File: config.mk
export PLATFORM = sky130hd
export DESIGN_NAME = prbs_sat_counter
export DESIGN_NICKNAME = d
export VERILOG_FILES = /design/src/rtl/prbs_sat_counter.sv
export SDC_FILE = /design/constraint.sdc
export NUM_CORES = 1
export LEC_CHECK = 0
export ABC_AREA = 1
export BUFFER_PORTS_ARGS = -buffer_cell sky130_fd_sc_hd__clkbuf_2
export CAP_MARGIN = 20
export CORE_AREA = 2 2 49 51
export DETAILED_ROUTE_END_ITERATION = 10
export DIE_AREA = 0 0 51 53
export GPL_TIMING_DRIVEN = 0
export PLACE_DENSITY = 0.68
export SLEW_MARGIN = 20
export SYNTH_ARGS = -nofsm -noshare
export SYNTH_HDL_FRONTEND = slang
export SYNTH_SLANG_ARGS = --single-unit
File: constraint.sdc
create_clock -name clk_i -period 1.9 [get_ports clk_i]
set_clock_uncertainty 0.2 [all_clocks]
set_input_delay 0.38 -clock clk_i [delete_from_list [all_inputs] [get_ports clk_i]]
set_output_delay 0.38 -clock clk_i [all_outputs]
set_load 0.01 [all_outputs]
File: src/rtl/prbs_sat_counter.sv
// -----------------------------------------------------------------------------
// prbs_sat_counter
// CNT_W-bit up-counter that sticks at all-ones instead of wrapping.
// Ports:
//   clk_i   : rising-edge clock
//   rst_ni  : asynchronous reset, active-low
//   inc_i   : add one this cycle (ignored once saturated)
//   clr_i   : synchronous clear, takes priority over inc_i
//   count_o : current count
// -----------------------------------------------------------------------------
module prbs_sat_counter #(
   parameter int unsigned CNT_W = 16
) (
   input  logic             clk_i,
   input  logic             rst_ni,
   input  logic             inc_i,
   input  logic             clr_i,
   output logic [CNT_W-1:0] count_o
);

   logic [CNT_W-1:0] count_q;
   logic [CNT_W-1:0] count_d;

   // Clear beats increment so a clear issued on the same cycle as an event
   // always leaves the counter at zero; the all-ones test stops the wrap.
   always_comb begin
      count_d = count_q;
      if (clr_i) begin
         count_d = '0;
      end else if (inc_i && (count_q != {CNT_W{1'b1}})) begin
         count_d = count_q + CNT_W'(1);
      end
   end

   // Plain count register with asynchronous clear.
   always_ff @(posedge clk_i or negedge rst_ni) begin
      if (!rst_ni) begin
         count_q <= '0;
      end else begin
         count_q <= count_d;
      end
   end

   assign count_o = count_q;

endmodule

Word level (Yosys, flattened, before mapping):

Index checks and enable logic that the tools add are counted.

* word-level logic and storage cells: 7
* output and inout bits: 16
* bits in registers: 16
* input port bits: 4

* eq/ne operators: 1
* reduce and logical (&&, ||, !) cells: 2
* muxes and demuxes: 2
* add/subtract/negate cells: 1

Operator list (count)
* 16-bit 2-to-1 mux: 2
* 16-bit by 1-bit adder with 16-bit output (second input constant): 1
* 16-bit inequality test (second input constant): 1
* 2-bit nonzero test: 1
* 1-bit logical AND: 1

Depth between registers and ports, before layout:

* depth after elaboration: 4
* mapped depth: 10
* depth with buffers taken out: 9

Worst setup path before layout:

Ideal clock, no wire load.

* path type: register -> register
* from: register count_q[1] (netlist: count_o[1])
* to: register count_q[7] (netlist: count_o[7])
* data arrival time: 1.454 ns
* path slack: 0.180 ns
* stages on the path, launching flop included: 11
* path through: dfrtp_1 > ha_1 > nand2_2 > nor2_4 > nand2_4 > o21ai_4 > nand2_4 > inv_4 > buf_12 > nand2_1 > nand2_1

* word-level cells in the longest chain between the ends: 3
* elaborated cells between the ends (all ways): 6
* classes of those cells: 1 x add/sub; 1 x eq/ne; 2 x mux; 2 x reduce/logical

Ends and longest elaborated chain
* start: declaration: RTL line 21 `logic [CNT_W-1:0] count_q;`
* start signal: assignment: RTL line 40 `count_q <= count_d;`
* 16-bit by 1-bit adder with 16-bit output / 16-bit inequality test (equally long branches): RTL line 31, 30
* 16-bit 2-to-1 mux / 1-bit logical AND (equally long branches): RTL line 30 `end else if (inc_i && (count_q != {CNT_W{1'b1}})) begin`
* 16-bit 2-to-1 mux / 2-bit nonzero test (equally long branches)

Parallel ways exist; a longest one is shown, timed or not. The select of a mux whose other input is x is not followed.
A chain may end at the register's enable or synchronous reset.

Worst setup path after layout:

* from: register count_q[1] (netlist: count_o[1])
* to: register count_q[0] (netlist: count_o[0])

* word-level cells in the longest chain between the ends: 3

Ends and longest elaborated chain (RTL line)
* 16-bit inequality test: 30
* 1-bit logical AND: 30
* 2-bit nonzero test (no line)

No other way between the ends.

==> reports/metrics.yaml <==
antenna_found_initial: 0
hold_end: "count_o[4]"
ys_ff_latch: 16
dieHeight_microns: 53
clkPwrFrac_pct: 36.4
final_common_cell: "nand2_1"
r2r_cells: 8
syn_area_sq_um: 1040
synth.avg_cell_area_sq_um: 7.20
drc: 0
hold_path_depth: 4
seq_area_sq_um: 400
place_congestion: 0.844
io_buffers: 19
finalWirelength_microns: 2330
dpl.cell_count: 191
drt_iter0_markers: 25
ff2ff_setup_slack_ps: 100
relSlewSlack_pct: 68.7
p_int_w: 0.000485
cts_root_buf: "clkbuf_4"
overflow: 0
crit_required_ps: 1920
initial_core_util_pct: 48.3
path_common_cell: "nand2_4"
grt_usage_pct: 20.4
drive_gt1_share_pct: 24.4
num-fill-cells: 220
clock_sinks: 16
final_cells: 200
endpoint_kind: "register"
hold_viol_final: 0
muxShareOfSynthArea_pct: 0
htree_levels: 1
tritoncts: "yes"
clkTransAtPathRegs_ps: 100
vias_per_cell: 5.01
switchingPower_w: 0.000158
power_density_nw_per_um2: 510
synth_xor_area_share_pct: 4.22
syn_inst: 144
pwr-share-comb_pct: 9.4
synth_cell_types: 23
largest_register_ffs: 16
worst_slew_pin_slew_ps: 470
core_sq_um: 2150
dp_hpwl_microns: 1720
swShare_pct: 24.6
status: "complete, no violations"
nets: 178
postRouteAntennaNets: 0
setup-violations-final: 0
synthToLayoutAreaGrowth_pct: 21.5
start_kind: "register"
multi_input_area_sq_um: 564
avgRoutedWirePerCell_microns: 11.7
ys_warn_count: 0
die_area_sq_um: 2700
fin_crit_ps: 1800
crit_chain: "ha_2 > nand2_2 > nor2_4 > nand2_4 > o21ai_4 > nand2_4 > buf_4 > o21ai_0"
synth_compound_area_share_pct: 5.43
grt_pass1_vias: 917
grt_max_degree: 17
final_cell_mix: "nand2_1, clkbuf_2, dfrtp_1, nor2_1, nand3_1"
critPathArrivalTime_ps: 1820
crit_fanout: 5
seq_area_frac_synth_pct: 38.6
ir_drop_mv: 0.357
seqPwrFrac_pct: 54.2
cts_buffers: 3
leakagePower_nw: 0.650
min_from: "clr_i"
hold_slack_ps: 170
rows: 17
synth_top_family_by_area: "simple AND/OR/NAND/NOR gates"
timing.rr.end: "count_o[0]"
crit_path_max_incr_delay_ps: 420
clockBufferDepth: 2
ios: 20
post-route-period-util_pct: 94.5
antenna_cells: 0
cap_viol_max_count: 0
max_freq_mhz: 557
worstSetupPathType: "register to register"
synth_nets: 149
dr.pass1.iters: 4
synth_fa_ha_area_share_pct: 1.21
synth-simple-area-share_pct: 42.8
slowest_stage: "dfrtp_1"
maxSlewViolCount: 0
vias: 1001
grt_pass1_wl_microns: 4020
die_w_microns: 51
insertion_delay_ps: 300
hold_path_class: "primary input to register"
r2r-start: "count_o[1]"
-- metrics by stage --
step	setup TNS [ps]	total power, W	instance area (sq um)	utilization [%]	setup WS (ps)
floorplan	0	0.000386	1040	-	180
global placement	0	0.000407	1170	54.3	4.78
detailed placement	-43.4	0.000408	1170	54.3	-20.0
CTS	0	0.000644	1220	56.6	11.2
global route	-36.0	0.000666	1260	58.6	-15.5
finish	0	0.000643	1260	58.6	104
-- power groups by stage --
stage / combinational (W) / clock (W) / sequential, W
floorplan: 0.0000293 / 0 / 0.000356
global placement: 0.0000526 / 0 / 0.000355
detailed placement: 0.0000533 / 0 / 0.000355
CTS: 0.0000556 / 0.000240 / 0.000348
global route: 0.0000691 / 0.000248 / 0.000350
finish: 0.0000604 / 0.000234 / 0.000349
-- layer usage --
metal / global-route usage, % / part of all wire (%) / routed length, microns
met3: 2.54 / 2.7 / 64
met2: 32.5 / 48 / 1120
met4: 11.7 / 1.5 / 34
met1: 26.5 / 48 / 1110
met5: 0 / 0 / 0
-- critical path: cells and delay by family, from the launching register on --
kind / cells / cell delay (ps)
buf+inv: 1 / 150
simple gates: 4 / 440
flops: 1 / 420
compound gates: 2 / 300
fa+ha+maj: 1 / 210
-- area by class of cell --
cell class	count	area share, %
Buffer	3	2.78
Clock buffer	4	2.88
Tap cell	28	2.78
Timing Repair Buffer	24	10.7
Multi-Input combinational cell	112	44.8
Inverter	13	4.27
Sequential cell	16	31.8
-- cells in the mapped netlist, drive strengths merged --
master  number  area (sq um)
nand2       59           241
dfrtp       16           400
nor2        16          75.1
inv         13          51.3
nand3       12          60.1
nand4        9          56.3
o21ai        5          36.3
buf          3          28.8
xor2         3          26.3
o21bai       2          15.0
xnor2        2          17.5
a21oi        1          5.00
ha           1          12.5
nor3         1          5.00
or2          1          6.26
-- worst max path at each step --
stage                     cells after the start          end  slack (ps)        from
final                                         8   count_o[0]         100  count_o[1]
after global routing                         10  count_o[14]         -20  count_o[0]
after detailed placement                      9  count_o[10]         -20  count_o[1]
after CTS                                     9  count_o[10]          10  count_o[0]
after floorplan                              10   count_o[7]         180  count_o[1]
after global placement                        9   count_o[8]           5  count_o[0]
-- kinds of logic (layout without fill, tap and decap cells) --
group / count (synthesis) / count (layout)
xor+xnor: 5 / 5
compound gates: 8 / 8
buf+inv: 16 / 44
fa+ha+maj: 1 / 1
simple gates: 98 / 98
flops: 16 / 16
-- what timing repair did --
item | CTS | global route
hold buffers | 1 | 0
setup endpoints to repair | 10 | 14
pin swaps | 0 | 3
gates resized for setup | 1 | 5
buffers inserted | 0 | 4
endpoints found under the hold margin | 16 | 0
Power figures use the tool's default switching activity.
